==> config.mk <==
export PLATFORM = sky130hd
export DESIGN_NAME = mf_gate_unit_flat
export DESIGN_NICKNAME = d
export VERILOG_FILES = /design/src/rtl/mf_gate_unit_pkg.sv /design/src/rtl/mf_gate_unit_if.sv /design/src/rtl/mf_gate_unit_core.sv /design/src/rtl/mf_gate_unit.sv /design/src/flat_wrapper.sv
export SDC_FILE = /design/constraint.sdc
export NUM_CORES = 1
export LEC_CHECK = 0
export CAP_MARGIN = 10
export CELL_PAD_IN_SITES_DETAIL_PLACEMENT = 0
export CELL_PAD_IN_SITES_GLOBAL_PLACEMENT = 1
export CORE_UTILIZATION = 39
export CTS_CLUSTER_SIZE = 30
export DETAILED_ROUTE_END_ITERATION = 6
export PLACE_DENSITY_LB_ADDON = 0.1
export SYNTH_ARGS = -nofsm -noshare
export SYNTH_HDL_FRONTEND = slang
export SYNTH_SLANG_ARGS = --single-unit
==> constraint.sdc <==
create_clock -name clk -period 3.4 [get_ports clk]
set_input_delay 0.68 -clock clk [delete_from_list [all_inputs] [get_ports clk]]
set_output_delay 0.68 -clock clk [all_outputs]
set_load 0.1 [all_outputs]
==> src/rtl/mf_gate_unit_pkg.sv <==
// rtl/mf_gate_unit_pkg.sv - shared types and constants for the multi-function gate unit
package mf_gate_pkg;

  typedef enum logic [1:0] {SEL_AND, SEL_OR, SEL_XOR, SEL_NAND} mfg_sel_t;
  typedef enum logic [1:0] {ST_IDLE, ST_SWEEP, ST_DRAIN, ST_DONE} mfg_state_t;

  localparam int SIG_W = 16;

endpackage

==> src/rtl/mf_gate_unit_if.sv <==
// rtl/mf_gate_unit_if.sv - beat input / result output handshake bundle
interface mf_gate_unit_if #(
  parameter int WIDTH = 4
);
  logic             in_valid;
  logic             in_ready;
  logic [WIDTH-1:0] x;
  logic [WIDTH-1:0] y;
  logic [1:0]       sel;
  logic             out_valid;
  logic             out_ready;
  logic [WIDTH-1:0] f;
  logic [WIDTH-1:0] f_x;
  logic [WIDTH-1:0] f_y;
  logic [1:0]       f_sel;

  modport master (
    output in_valid, x, y, sel, out_ready,
    input  in_ready, out_valid, f, f_x, f_y, f_sel
  );

  modport slave (
    input  in_valid, x, y, sel, out_ready,
    output in_ready, out_valid, f, f_x, f_y, f_sel
  );
endinterface

==> src/rtl/mf_gate_unit_core.sv <==
// rtl/mf_gate_unit_core.sv - combinational WIDTH-bit bitwise function select
module mf_gate_core
  import mf_gate_pkg::*;
#(
  parameter int WIDTH = 4
) (
  input  logic [WIDTH-1:0] x_i,
  input  logic [WIDTH-1:0] y_i,
  input  mfg_sel_t         sel_i,
  output logic [WIDTH-1:0] f_o
);

  always_comb begin
    f_o = '0;
    case (sel_i)
      SEL_AND:  f_o = x_i & y_i;
      SEL_OR:   f_o = x_i | y_i;
      SEL_XOR:  f_o = x_i ^ y_i;
      SEL_NAND: f_o = ~(x_i & y_i);
      default:  f_o = '0;
    endcase
  end

endmodule

==> src/rtl/mf_gate_unit.sv <==
// rtl/mf_gate_unit.sv - pipelined bitwise gate unit with exhaustive self-sweep
// Optional output signature register enabled by MFG_SIGNATURE_EN.
module mf_gate_unit
  import mf_gate_pkg::*;
#(
  parameter int WIDTH      = 4,
  parameter int PIPE_DEPTH = 2
) (
  input  logic              clk,
  input  logic              rst,
  mf_gate_unit_if.slave     bus,
  input  logic              sweep_start,
  output logic              sweep_busy,
  output logic              sweep_done,
  output logic [SIG_W-1:0]  sig
);

  localparam int CNT_W = 2*WIDTH + 2;
  localparam int LAST  = PIPE_DEPTH - 1;

  mfg_state_t       state_q, state_d;
  logic [CNT_W-1:0] cnt_q, cnt_d;

  logic [PIPE_DEPTH-1:0] vld_q;
  logic [WIDTH-1:0]      f_q   [PIPE_DEPTH];
  logic [WIDTH-1:0]      x_q   [PIPE_DEPTH];
  logic [WIDTH-1:0]      y_q   [PIPE_DEPTH];
  logic [1:0]            sel_q [PIPE_DEPTH];

  logic             adv;
  logic             in_ready;
  logic             src_vld;
  logic [WIDTH-1:0] src_x, src_y, src_f;
  logic [1:0]       src_sel;
  logic [WIDTH-1:0] sw_x, sw_y;
  logic [1:0]       sw_sel;

  assign adv = !vld_q[LAST] | bus.out_ready;
  assign {sw_x, sw_y, sw_sel} = cnt_q;

  always_ff @(posedge clk) begin
    if (rst) begin
      state_q <= ST_IDLE;
      cnt_q   <= '0;
    end else begin
      state_q <= state_d;
      cnt_q   <= cnt_d;
    end
  end

  always_comb begin
    state_d = state_q;
    cnt_d   = cnt_q;
    case (state_q)
      ST_IDLE, ST_DONE: begin
        if (sweep_start) begin
          state_d = ST_SWEEP;
          cnt_d   = '0;
        end
      end
      ST_SWEEP: begin
        if (adv) begin
          cnt_d = cnt_q + CNT_W'(1);
          if (&cnt_q) state_d = ST_DRAIN;
        end
      end
      ST_DRAIN: begin
        if (vld_q == '0) state_d = ST_DONE;
      end
      default: state_d = ST_IDLE;
    endcase
  end

  // A start pulse in IDLE/DONE takes priority over a concurrent external beat.
  always_comb begin
    sweep_busy = (state_q == ST_SWEEP) || (state_q == ST_DRAIN);
    sweep_done = (state_q == ST_DONE);
    in_ready   = adv && ((state_q == ST_IDLE) || (state_q == ST_DONE)) && !sweep_start;
    src_vld    = 1'b0;
    src_x      = bus.x;
    src_y      = bus.y;
    src_sel    = bus.sel;
    if (state_q == ST_SWEEP) begin
      src_vld = 1'b1;
      src_x   = sw_x;
      src_y   = sw_y;
      src_sel = sw_sel;
    end else if (state_q != ST_DRAIN) begin
      src_vld = bus.in_valid && in_ready;
    end
  end

  mf_gate_core #(.WIDTH(WIDTH)) u_core (
    .x_i   (src_x),
    .y_i   (src_y),
    .sel_i (mfg_sel_t'(src_sel)),
    .f_o   (src_f)
  );

  always_ff @(posedge clk) begin
    if (rst) begin
      vld_q <= '0;
      for (int i = 0; i < PIPE_DEPTH; i++) begin
        f_q[i]   <= '0;
        x_q[i]   <= '0;
        y_q[i]   <= '0;
        sel_q[i] <= '0;
      end
    end else if (adv) begin
      vld_q[0] <= src_vld;
      f_q[0]   <= src_f;
      x_q[0]   <= src_x;
      y_q[0]   <= src_y;
      sel_q[0] <= src_sel;
      for (int i = 1; i < PIPE_DEPTH; i++) begin
        vld_q[i] <= vld_q[i-1];
        f_q[i]   <= f_q[i-1];
        x_q[i]   <= x_q[i-1];
        y_q[i]   <= y_q[i-1];
        sel_q[i] <= sel_q[i-1];
      end
    end
  end

  assign bus.in_ready  = in_ready;
  assign bus.out_valid = vld_q[LAST];
  assign bus.f         = f_q[LAST];
  assign bus.f_x       = x_q[LAST];
  assign bus.f_y       = y_q[LAST];
  assign bus.f_sel     = sel_q[LAST];

`ifdef MFG_SIGNATURE_EN
  logic [SIG_W-1:0] sig_q, sig_d;

  always_comb begin
    sig_d = sig_q;
    if (sweep_start) begin
      sig_d = '0;
    end else if (vld_q[LAST] && bus.out_ready) begin
      sig_d = {sig_q[SIG_W-2:0], sig_q[SIG_W-1]} ^ SIG_W'(f_q[LAST]);
    end
  end

  always_ff @(posedge clk) begin
    if (rst) sig_q <= '0;
    else     sig_q <= sig_d;
  end

  assign sig = sig_q;
`else
  assign sig = '0;
`endif

endmodule

==> src/flat_wrapper.sv <==
// flat-port wrapper written by rule: the top's interface ports become plain ports
module mf_gate_unit_flat import mf_gate_pkg::*;
#(
  parameter int WIDTH      = 4,
  parameter int PIPE_DEPTH = 2
)
  (clk, rst, sweep_start, sweep_busy, sweep_done, sig, bus_in_valid, bus_x, bus_y, bus_sel, bus_out_ready, bus_in_ready, bus_out_valid, bus_f, bus_f_x, bus_f_y, bus_f_sel);
  mf_gate_unit_if #(.WIDTH(WIDTH)) bus_i ();
  input  logic clk;
  input  logic rst;
  input  logic sweep_start;
  output logic sweep_busy;
  output logic sweep_done;
  output logic [SIG_W-1:0] sig;
  input wire logic [$bits(bus_i.in_valid)-1:0] bus_in_valid;
  input wire logic [$bits(bus_i.x)-1:0] bus_x;
  input wire logic [$bits(bus_i.y)-1:0] bus_y;
  input wire logic [$bits(bus_i.sel)-1:0] bus_sel;
  input wire logic [$bits(bus_i.out_ready)-1:0] bus_out_ready;
  output wire logic [$bits(bus_i.in_ready)-1:0] bus_in_ready;
  output wire logic [$bits(bus_i.out_valid)-1:0] bus_out_valid;
  output wire logic [$bits(bus_i.f)-1:0] bus_f;
  output wire logic [$bits(bus_i.f_x)-1:0] bus_f_x;
  output wire logic [$bits(bus_i.f_y)-1:0] bus_f_y;
  output wire logic [$bits(bus_i.f_sel)-1:0] bus_f_sel;
  assign bus_i.in_valid = bus_in_valid;
  assign bus_i.x = bus_x;
  assign bus_i.y = bus_y;
  assign bus_i.sel = bus_sel;
  assign bus_i.out_ready = bus_out_ready;
  assign bus_in_ready = bus_i.in_ready;
  assign bus_out_valid = bus_i.out_valid;
  assign bus_f = bus_i.f;
  assign bus_f_x = bus_i.f_x;
  assign bus_f_y = bus_i.f_y;
  assign bus_f_sel = bus_i.f_sel;
  mf_gate_unit #(.WIDTH(WIDTH), .PIPE_DEPTH(PIPE_DEPTH)) u_core (.clk(clk), .rst(rst), .bus(bus_i), .sweep_start(sweep_start), .sweep_busy(sweep_busy), .sweep_done(sweep_done), .sig(sig));
endmodule
# After elaboration in Yosys (flattened, before gate mapping)
# Memory sizes are Yosys's and may differ from the RTL's.
# Index checks and enable logic that the tools add are counted.
[totals]
ff_bits = 14
mem_bits_rw = 28
inputBits = 15
output_inout_bits = 34
word_cells = 74
memories = 4
[mem_list]
columns = ["name", "depth", "width", "read_ports", "rd_clocked_by_memory_dff", "wr", "line_no", "rtl"]
rows = [
  ["u_core.f_q", 2, 4, 2, 0, 2, "mf_gate_unit.sv:25", "logic [WIDTH-1:0] f_q [PIPE_DEPTH];"],
  ["u_core.x_q", 2, 4, 2, 0, 2, "mf_gate_unit.sv:26", "logic [WIDTH-1:0] x_q [PIPE_DEPTH];"],
  ["u_core.y_q", 2, 4, 2, 0, 2, "mf_gate_unit.sv:27", "logic [WIDTH-1:0] y_q [PIPE_DEPTH];"],
  ["u_core.sel_q", 2, 2, 2, 0, 2, "mf_gate_unit.sv:28", "logic [1:0] sel_q [PIPE_DEPTH];"],
]
[classes]
n_addsub = 1
eq_ne = 11
n_mux = 27
bitwise_logic = 13
n_reduce_logical = 15
[ops]
columns = ["cell", "n"]
rows = [
  ["$mux W4", 8],
  ["$mux W10", 2],
  ["$pmux W10 S2", 1],
  ["$pmux W4 S4", 1],
  ["$mux W2", 7],
  ["$add A10 B1 Y10 const B", 1],
  ["$reduce_and A10 Y1", 1],
  ["$or A1 B1 Y1", 9],
  ["$eq A2 B2 Y1 const B", 4],
  ["$mux W1", 7],
  ["$logic_not A2 Y1", 3],
  ["$ne A2 B1 Y1 const B", 3],
  ["$pmux W2 S3", 1],
  ["$and A4 B4 Y4", 1],
  ["$eq A2 B1 Y1 const B", 2],
  ["$ne A2 B2 Y1 const B", 2],
  ["$not A4 Y4", 1],
  ["$or A4 B4 Y4", 1],
  ["$reduce_and A4 Y1", 1],
  ["$xor A4 B4 Y4", 1],
  ["$logic_and A1 B1 Y1", 3],
  ["$reduce_and A3 Y1", 1],
  ["$logic_not A1 Y1", 2],
  ["$logic_or A1 B1 Y1", 2],
  ["2 further kinds", 2],
]

# Logic depth before layout (Yosys ltp)
# Gate-level depths: netlist of run 1.
[depth]
depth_word = 7
ltp_mapped = 10

# By module
# A second synthesis of run 1 with hierarchy kept.
[hier_totals]
cells_unflattened = 217
hier_area_um2 = 2429.8
[modules_own_cells]
columns = ["mod", "n_inst", "cells_per_inst", "area_each_um2"]
rows = [
  ["mf_gate_unit", 1, 187, 2144.6],
  ["mf_gate_core", 1, 30, 285.3],
]

# Least setup slack after synthesis of run 1
# Ideal clock, no wire load.
[synth_path]
path_kind = "register to output"
startpoint = "reg u_core.state_q[0]"
endpoint = "out bus_in_ready"
t_arrival_ns = 2.345
setup_slack_ns = 0.375
path_stages_with_launch = 5
path_buffers = 0
cell_sequence = "dfxtp_1 inv_1 ha_1 or2b_1 nor2_1"
[synth_via]
elab_chain_len = 4
[synth_rtl]
columns = ["item", "line_no", "rtl"]
rows = [
  ["start, declared", "mf_gate_unit.sv:21", "mfg_state_t state_q, state_d;"],
  ["start signal, assigned", "mf_gate_unit.sv:46", "state_q <= state_d;"],
  ["$eq A2 B2 Y1 / $logic_not A2 Y1 (equally long branches)", "mf_gate_unit.sv:78", "in_ready = adv && ((state_q == ST_IDLE) || (state_q == ST_DONE)) && !sweep_start;"],
  ["$logic_or A1 B1 Y1 *", "mf_gate_unit.sv:78", ""],
  ["$logic_and A1 B1 Y1 * (2 in series)", "mf_gate_unit.sv:78", ""],
  ["end, declared", "flat_wrapper.sv:20", "output wire logic [$bits(bus_i.in_ready)-1:0] bus_in_ready;"],
]
# Mark *: on every way between the ends. The rest lies on a longest branch, timed or not.

# Final worst setup path of run 1
# Same ends and word-level chain as after synthesis.

==> impl_metrics.prom, run 1 <==
# TYPE chip_impl_metric gauge
chip_impl_info{name="status",value="finished, final reports clean"} 1
chip_impl_info{name="destination_of_the_worst_register_to_register_timing_path",value="u_core.cnt_q[7]"} 1
chip_impl_metric{name="tritoncts_num_sinks",unit=""} 42
chip_impl_metric{name="dieArea",unit="sq um"} 6370
chip_impl_metric{name="synth-adder-area-share",unit="%"} 6.89
chip_impl_metric{name="floorplan.core_area",unit="sq um"} 5680
chip_impl_info{name="holdCritStartpoint",value="u_core.cnt_q[9]"} 1
chip_impl_metric{name="fraction_of_the_yosys_area_taken_by_sequential_cells",unit="%"} 47.5
chip_impl_metric{name="globalRouteOverflowTotal",unit=""} 0
chip_impl_metric{name="leakage",unit="nW"} 1.08
chip_impl_metric{name="drt-vias-per-instance",unit=""} 4.98
chip_impl_metric{name="route.detailed.drc",unit=""} 0
chip_impl_metric{name="postSynthRegisterBits",unit=""} 42
chip_impl_metric{name="antenna_cells",unit=""} 0
chip_impl_metric{name="timing.final.hold_violations",unit=""} 0
chip_impl_info{name="hold_class",value="register to register"} 1
chip_impl_metric{name="cts_htree_levels",unit=""} 2
chip_impl_metric{name="global_route.usage.met1",unit="%"} 18.1
chip_impl_metric{name="cp_slowest_stage_delay",unit="ps"} 410
chip_impl_metric{name="yosys.area_share.xor_xnor",unit="%"} 1.86
chip_impl_metric{name="clkLatencyLatePin",unit="ps"} 300
chip_impl_metric{name="globalRouteMet3Util",unit="%"} 3.09
chip_impl_metric{name="synth.area.mux_share",unit="%"} 6.10
chip_impl_metric{name="gr-usage-all-layers",unit="%"} 14.0
chip_impl_metric{name="ioPinCount",unit=""} 49
chip_impl_metric{name="maximum_number_of_pins_on_one_net_before_global_route_repair",unit=""} 30
chip_impl_metric{name="finalSetupViolations",unit=""} 0
chip_impl_info{name="yosys_most_used_dff",value="sky130_fd_sc_hd__edfxtp_1"} 1
chip_impl_metric{name="pre_cts_ws",unit="ps"} 834
chip_impl_metric{name="first_global_vias",unit=""} 1417
chip_impl_metric{name="post_synth_and_or_nand_nor_area_fraction",unit="%"} 15.1
chip_impl_metric{name="final-max-slew-violation-count",unit=""} 0
chip_impl_metric{name="postCtsSetupBuffers",unit=""} 0
chip_impl_info{name="path_cells",value="inv_1 > ha_1 > or2b_1 > nor2_1 > buf_12"} 1
chip_impl_metric{name="fin_util",unit="%"} 47.2
chip_impl_metric{name="hold_buffers",unit=""} 0
chip_impl_metric{name="yosys_warning_total",unit=""} 0
chip_impl_info{name="critical_path.slowest_cell",value="sky130_fd_sc_hd__dfxtp_1"} 1
chip_impl_metric{name="initialDrtViolationCount",unit=""} 82
chip_impl_metric{name="tns",unit="ps"} 0
chip_impl_metric{name="use_met2",unit="%"} 22.6
chip_impl_metric{name="final_critical_path_setup_slack",unit="ps"} 814
chip_impl_info{name="critPathCaptureType",value="primary output"} 1
chip_impl_metric{name="ys_async_sr_fraction",unit="%"} 0
chip_impl_info{name="cts_tree",value="yes"} 1
chip_impl_metric{name="synth_enable_flop_cells",unit=""} 28
chip_impl_info{name="critical_path_class",value="register to primary output"} 1
chip_impl_metric{name="synth-compound-area-share",unit="%"} 9.76
chip_impl_info{name="worstSetupStartpointType",value="register"} 1
chip_impl_metric{name="firstDrtPassIters",unit=""} 4
chip_impl_metric{name="place.gp.congestion",unit=""} 0.844
chip_impl_metric{name="clock_path_buffers",unit=""} 2
chip_impl_metric{name="rows",unit=""} 27
chip_impl_metric{name="grt_pass1_wl",unit="mm"} 6.72
chip_impl_metric{name="synth_area_per_cell",unit="sq um"} 10.4
chip_impl_info{name="min_to",value="u_core.cnt_q[9]"} 1
chip_impl_metric{name="die_wd",unit="um"} 79.8
chip_impl_info{name="most_frequent_cells_in_the_layout",value="sky130_fd_sc_hd__clkdlybuf4s50_1, sky130_fd_sc_hd__edfxtp_1, sky130_fd_sc_hd__nor2_1"} 1
chip_impl_metric{name="timing.reg2reg.worst_path_depth",unit=""} 7
chip_impl_metric{name="cp_data_arrival_time",unit="ps"} 1910
chip_impl_metric{name="synth_area",unit="sq um"} 2360
chip_impl_metric{name="synthDistinctLibCells",unit=""} 41
chip_impl_metric{name="port_buffers",unit=""} 32
chip_impl_metric{name="die_extent_in_y",unit="um"} 79.8
chip_impl_metric{name="path_clk_slew",unit="ps"} 90
chip_impl_metric{name="drt-total-wl",unit="mm"} 4.15
chip_impl_metric{name="critical_path_peak_fanout",unit=""} 6
chip_impl_metric{name="postPlaceCellArea",unit="sq um"} 2600
chip_impl_metric{name="max_freq",unit="MHz"} 387
chip_impl_metric{name="routed_wire_length_per_instance",unit="um"} 12.9
chip_impl_metric{name="crit_required",unit="ps"} 2720
chip_impl_metric{name="antenna_found_initial",unit=""} 0
chip_impl_metric{name="final.period_utilization",unit="%"} 76.1
chip_impl_info{name="rsz_0062_raised_after_global_routing",value="no"} 1
chip_impl_metric{name="gate_count_post_synth",unit=""} 227
chip_impl_metric{name="cts_made_buffers",unit=""} 5
chip_impl_metric{name="maxCapViolCount",unit=""} 0
chip_impl_metric{name="nFillCells",unit=""} 557
chip_impl_metric{name="detailroute.via_count",unit=""} 1599
chip_impl_metric{name="cts_resized",unit=""} 0
chip_impl_metric{name="final_non_filler_cell_area",unit="sq um"} 2680
chip_impl_info{name="buffer_type_at_the_clock_tree_root",value="sky130_fd_sc_hd__clkbuf_8"} 1
chip_impl_info{name="crit_family",value="simple AND/OR/NAND/NOR gates"} 1
chip_impl_metric{name="finalNetCount",unit=""} 276
chip_impl_metric{name="slew-limit-headroom",unit="%"} 35.5
chip_impl_metric{name="timing.clock.skew",unit="ps"} 11.4
chip_impl_metric{name="whs_path_depth",unit=""} 2
chip_impl_metric{name="irDropWorstVdd",unit="uV"} 376
chip_impl_metric{name="hpwl_detailed",unit="mm"} 3.00
chip_impl_metric{name="antenna_left",unit=""} 0
chip_impl_info{name="critical_path.reg2reg.startpoint",value="u_core.state_q[1]"} 1
chip_impl_metric{name="timing.reg2reg.setup_slack",unit="ps"} 910
chip_impl_metric{name="areaGrowthSynthToFinish",unit="%"} 13.6
chip_impl_metric{name="timing.final.crit_period",unit="ps"} 2590
chip_impl_metric{name="critical_path.n_buffers_inverters",unit=""} 2
chip_impl_info{name="main_combinational_cell_family_by_area_after_synthesis",value="simple AND/OR/NAND/NOR gates"} 1
chip_impl_metric{name="worst_pin_slew",unit="ps"} 964
chip_impl_info{name="gr-max-usage-layer",value="met2"} 1
chip_impl_metric{name="layout-drive-gt1-share",unit="%"} 7.23
chip_impl_metric{name="initial_utilization",unit="%"} 41.6
chip_impl_metric{name="power.density_cell_area",unit="nW/um^2"} 796
## cell usage after synthesis, types with 2 or more instances
cell type | instances | area (sq um)
sky130_fd_sc_hd__buf_4 | 30 | 225
sky130_fd_sc_hd__and2_1 | 15 | 93.8
sky130_fd_sc_hd__o21a_1 | 2 | 15.0
sky130_fd_sc_hd__mux2i_1 | 11 | 110
sky130_fd_sc_hd__a211oi_1 | 4 | 30.0
sky130_fd_sc_hd__o21ai_0 | 6 | 30.0
sky130_fd_sc_hd__mux2_2 | 3 | 33.8
sky130_fd_sc_hd__or4_1 | 2 | 15.0
sky130_fd_sc_hd__dfxtp_1 | 14 | 280
sky130_fd_sc_hd__a311oi_1 | 2 | 17.5
sky130_fd_sc_hd__nand4_1 | 4 | 25.0
sky130_fd_sc_hd__nand3_1 | 2 | 10.0
sky130_fd_sc_hd__buf_2 | 2 | 10.0
sky130_fd_sc_hd__o31ai_1 | 3 | 22.5
sky130_fd_sc_hd__a21oi_1 | 13 | 65.1
sky130_fd_sc_hd__ha_1 | 13 | 163
sky130_fd_sc_hd__nor4b_1 | 2 | 17.5
sky130_fd_sc_hd__inv_1 | 14 | 52.6
sky130_fd_sc_hd__o211ai_1 | 4 | 30.0
sky130_fd_sc_hd__xnor2_1 | 3 | 26.3
sky130_fd_sc_hd__edfxtp_1 | 28 | 841
sky130_fd_sc_hd__nand2_1 | 9 | 33.8
sky130_fd_sc_hd__clkbuf_1 | 2 | 7.51
sky130_fd_sc_hd__xor2_1 | 2 | 17.5
sky130_fd_sc_hd__nor2_1 | 21 | 78.8
## kinds of logic after synthesis
logic type	Yosys count
AOI/OAI and AO/OA	37
xor gates and xnor gates	5
adders and majority gates	13
buffers and inverters	49
DFF	42
muxes	14
other	1
and+or+nand+nor	66
## power breakdown
group / switching, mW / internal (mW)
combinational: 0.802 / 0.309
sequential: 0.0420 / 0.666
clock: 0.171 / 0.142
## state kept, by name, indices dropped and copies added (netlist names)
register / flops
u_core.x_q: 8
u_core.y_q: 8
u_core.cnt_q: 10
u_core.f_q: 8
u_core.vld_q: 2
u_core.state_q: 2
u_core.sel_q: 4
## worst register-to-register path: cells and delay by family, from the launching register on
family                     cells  cell delay, ps
AOI/OAI and AO/OA              1             140
adders and majority gates      1             370
buffers and inverters          2             360
DFF                            1             380
and+or+nand+nor                3            1150
## per-stage QoR
stage	hold slack, ps	power [mW]	instances
finish	508	2.13	321
global route	534	2.25	321
CTS	510	2.15	321
detailed placement	495	1.83	313
global placement	484	1.82	313
floorplan	458	1.65	242
## layer usage
layer / vias up / wire length [um]
met1: 760 / 1940
met5: - / 0
li1: 790 / -
met4: 0 / 59
met2: 44 / 1970
met3: 5 / 181
## cell type report
cell class	count	area, sq um	share of cell area, %
clock buffer	6	72.6	2.71
clock inverter	2	10.0	0.373
inverter	14	52.6	1.96
multi-input combinational	151	996	37.2
sequential	42	1120	41.8
tap	72	90.1	3.36
timing repair buffer	34	338	12.6
## worst max path at each step
stage | slack, ps | to | start | cells after the start
2_1_floorplan | 370 | bus_in_ready | u_core.state_q[0] | 4
3_3_place_gp | 850 | u_core.cnt_q[7] | bus_out_ready | 5
3_5_place_dp | 830 | u_core.cnt_q[9] | bus_out_ready | 5
4_1_cts | 800 | bus_in_ready | u_core.state_q[0] | 5
5_1_grt | 710 | bus_in_ready | u_core.state_q[0] | 5
6_report | 810 | bus_in_ready | u_core.state_q[0] | 5
Note: power is estimated with default switching activity, not from simulation.
==> run 2, diff against run 1 <==
==> constraint.sdc (replaced) <==
create_clock -name clk -period 2.63 [get_ports clk]
set_input_delay 0.526 -clock clk [delete_from_list [all_inputs] [get_ports clk]]
set_output_delay 0.526 -clock clk [all_outputs]
set_load 0.1 [all_outputs]
==> run 2 against run 1 <==
Routed wire length is 0.17% higher. Cell count is 1.2% higher. Combinational power up 30%. First-iteration DRC count up 41%. Total power increased by 30%. Critical path depth did not move.
==> impl_metrics.prom, run 2 (synthesis results as in run 1) <==
# TYPE chip_impl_metric gauge
chip_impl_info{name="rsz_0062_raised_after_global_routing",value="no"} 1
chip_impl_metric{name="worst_case_hold_slack",unit="ps"} 508
chip_impl_info{name="layout_commonest_cell",value="sky130_fd_sc_hd__edfxtp_1"} 1
chip_impl_metric{name="crit_required",unit="ps"} 2100
chip_impl_metric{name="cts_htree_levels",unit=""} 2
chip_impl_metric{name="power.density_cell_area",unit="nW/um^2"} 1030
chip_impl_metric{name="floorplan.core_area",unit="sq um"} 5680
chip_impl_metric{name="die_extent_in_y",unit="um"} 79.8
chip_impl_info{name="crit_family",value="simple AND/OR/NAND/NOR gates"} 1
chip_impl_info{name="critical_path_class",value="register to primary output"} 1
chip_impl_metric{name="gr-usage-all-layers",unit="%"} 14.1
chip_impl_info{name="critical_path.startpoint",value="u_core.state_q[0]"} 1
chip_impl_metric{name="initialDrtViolationCount",unit=""} 116
chip_impl_metric{name="antenna_found_initial",unit=""} 0
chip_impl_metric{name="hpwl_detailed",unit="mm"} 3.05
chip_impl_metric{name="detailroute.via_count",unit=""} 1552
chip_impl_info{name="top_register",value="u_core.cnt_q"} 1
chip_impl_info{name="status",value="finished, final reports clean"} 1
chip_impl_metric{name="firstDrtPassIters",unit=""} 4
chip_impl_metric{name="pre_cts_ws",unit="ps"} 208
chip_impl_metric{name="die_wd",unit="um"} 79.8
chip_impl_metric{name="largest_register_ff_count",unit=""} 10
chip_impl_info{name="critical_path.reg2reg.startpoint",value="u_core.state_q[0]"} 1
chip_impl_metric{name="timing.clock.skew",unit="ps"} 5.44
chip_impl_metric{name="leakage",unit="nW"} 1.12
chip_impl_metric{name="p_total",unit="mW"} 2.77
chip_impl_metric{name="maxCapViolCount",unit=""} 0
chip_impl_metric{name="tns",unit="ps"} 0
chip_impl_metric{name="final.period_utilization",unit="%"} 89.9
chip_impl_info{name="worstSetupStartpointType",value="register"} 1
chip_impl_info{name="path_cells",value="inv_1 > ha_1 > or2b_1 > nor2_2 > buf_12"} 1
chip_impl_metric{name="worst_pin_slew",unit="ps"} 881
chip_impl_info{name="critical_path.slowest_cell",value="sky130_fd_sc_hd__dfxtp_1"} 1
chip_impl_metric{name="tritoncts_num_sinks",unit=""} 42
chip_impl_info{name="most_frequent_cells_in_the_layout",value="sky130_fd_sc_hd__edfxtp_1, sky130_fd_sc_hd__buf_4, sky130_fd_sc_hd__nor2_1"} 1
chip_impl_metric{name="cp_data_arrival_time",unit="ps"} 1840
chip_impl_metric{name="finalNetCount",unit=""} 280
chip_impl_metric{name="critical_path_peak_fanout",unit=""} 6
chip_impl_metric{name="initial_utilization",unit="%"} 41.6
chip_impl_metric{name="irDropWorstVdd",unit="uV"} 606
chip_impl_metric{name="cts_made_buffers",unit=""} 5
chip_impl_metric{name="critical_path_cell_count",unit=""} 5
chip_impl_metric{name="first_global_vias",unit=""} 1387
chip_impl_info{name="hold_class",value="register to register"} 1
chip_impl_metric{name="areaGrowthSynthToFinish",unit="%"} 13.7
chip_impl_metric{name="dieArea",unit="sq um"} 6370
chip_impl_metric{name="final-max-slew-violation-count",unit=""} 0
chip_impl_metric{name="antenna_cells",unit=""} 0
chip_impl_info{name="destination_of_the_worst_register_to_register_timing_path",value="u_core.f_q[0][2]"} 1
chip_impl_metric{name="maximum_number_of_pins_on_one_net_before_global_route_repair",unit=""} 30
chip_impl_metric{name="finalSetupViolations",unit=""} 0
chip_impl_metric{name="path_clk_slew",unit="ps"} 80
chip_impl_metric{name="final_non_filler_cell_area",unit="sq um"} 2680
chip_impl_metric{name="port_buffers",unit=""} 32
chip_impl_metric{name="timing.reg2reg.setup_slack",unit="ps"} 400
chip_impl_metric{name="place.gp.congestion",unit=""} 0.769
chip_impl_metric{name="postCtsSetupBuffers",unit=""} 0
chip_impl_metric{name="clkLatencyLatePin",unit="ps"} 290
chip_impl_metric{name="layout-drive-gt1-share",unit="%"} 15.0
chip_impl_metric{name="slew-limit-headroom",unit="%"} 41.0
chip_impl_metric{name="ioPinCount",unit=""} 49
chip_impl_metric{name="place.detailed.instances",unit=""} 317
chip_impl_metric{name="max_freq",unit="MHz"} 423
chip_impl_metric{name="route.detailed.drc",unit=""} 0
chip_impl_metric{name="clock_path_buffers",unit=""} 2
chip_impl_metric{name="cp_slowest_stage_delay",unit="ps"} 410
chip_impl_metric{name="critical_path.n_buffers_inverters",unit=""} 2
chip_impl_metric{name="fin_util",unit="%"} 47.3
chip_impl_info{name="critPathCaptureType",value="primary output"} 1
chip_impl_metric{name="routed_wire_length_per_instance",unit="um"} 12.8
chip_impl_metric{name="timing.reg2reg.worst_path_depth",unit=""} 8
chip_impl_metric{name="postPlaceCellArea",unit="sq um"} 2590
chip_impl_info{name="termination_of_the_worst_setup_path",value="bus_in_ready"} 1
chip_impl_metric{name="drt-vias-per-instance",unit=""} 4.78
chip_impl_metric{name="timing.final.hold_violations",unit=""} 0
chip_impl_metric{name="rows",unit=""} 27
chip_impl_metric{name="drt-total-wl",unit="mm"} 4.15
chip_impl_metric{name="timing.final.crit_period",unit="ps"} 2360
chip_impl_metric{name="antenna_left",unit=""} 0
chip_impl_info{name="cts_tree",value="yes"} 1
chip_impl_metric{name="final_critical_path_setup_slack",unit="ps"} 265
chip_impl_metric{name="grt_pass1_wl",unit="mm"} 6.75
chip_impl_info{name="buffer_type_at_the_clock_tree_root",value="sky130_fd_sc_hd__clkbuf_8"} 1
chip_impl_metric{name="globalRouteOverflowTotal",unit=""} 0
chip_impl_metric{name="final_cells",unit=""} 325
chip_impl_metric{name="hold_buffers",unit=""} 0
-- run 2: final cells by class --
| type | count | area (sq um) |
|---|---|---|
| Timing Repair Buffer | 38 | 333 |
| Multi-Input combinational cell | 151 | 1000 |
| Sequential cell | 42 | 1120 |
| Tap cell | 72 | 90.1 |
| Clock inverter | 2 | 13.8 |
| Fill cell | 563 | 2990 |
| Inverter | 14 | 52.6 |
| Clock buffer | 6 | 72.6 |
-- run 2: report_power, final --
part | total (mW) | internal (mW) | switching (mW)
clock | 0.414 | 0.187 | 0.226
combinational | 1.44 | 0.409 | 1.04
sequential | 0.917 | 0.861 | 0.0552
-- run 2: repair_timing --
item / in CTS / in global routing
endpoints found under the setup margin: 0 / 2
gates resized for setup: 0 / 1
endpoints found under the hold margin: 0 / 0
-- run 2: worst min-delay path by stage --
stage | startpoint | endpoint | slack [ps] | cells after the start
global route | u_core.cnt_q[9] | u_core.cnt_q[9] | 520 | 2
finish | u_core.cnt_q[9] | u_core.cnt_q[9] | 510 | 2
CTS | u_core.vld_q[0] | u_core.vld_q[0] | 500 | 2
floorplan | u_core.vld_q[0] | u_core.vld_q[1] | 460 | 2
detailed placement | u_core.vld_q[0] | u_core.vld_q[0] | 490 | 2
global placement | u_core.cnt_q[9] | u_core.cnt_q[9] | 480 | 2
-- run 2: worst register-to-register path, cell delays in order, from the launching register on --
cell and delay (ps):
sky130_fd_sc_hd__dfxtp_1 410, sky130_fd_sc_hd__ha_2 410, sky130_fd_sc_hd__buf_4 240, sky130_fd_sc_hd__mux2i_1 320, sky130_fd_sc_hd__inv_1 70, sky130_fd_sc_hd__ha_1 220, sky130_fd_sc_hd__a211oi_1 200, sky130_fd_sc_hd__a21oi_1 70
sky130_fd_sc_hd__a21oi_1 150
-- run 2: routing by layer --
layer  vias up  GRT usage [%]  wire length (um)
li1        796              -                 -
met1       708           18.4              2020
met2        41           22.6              1910
met3         7           3.09               164
met4         0           5.89                59
met5         -              0                 0
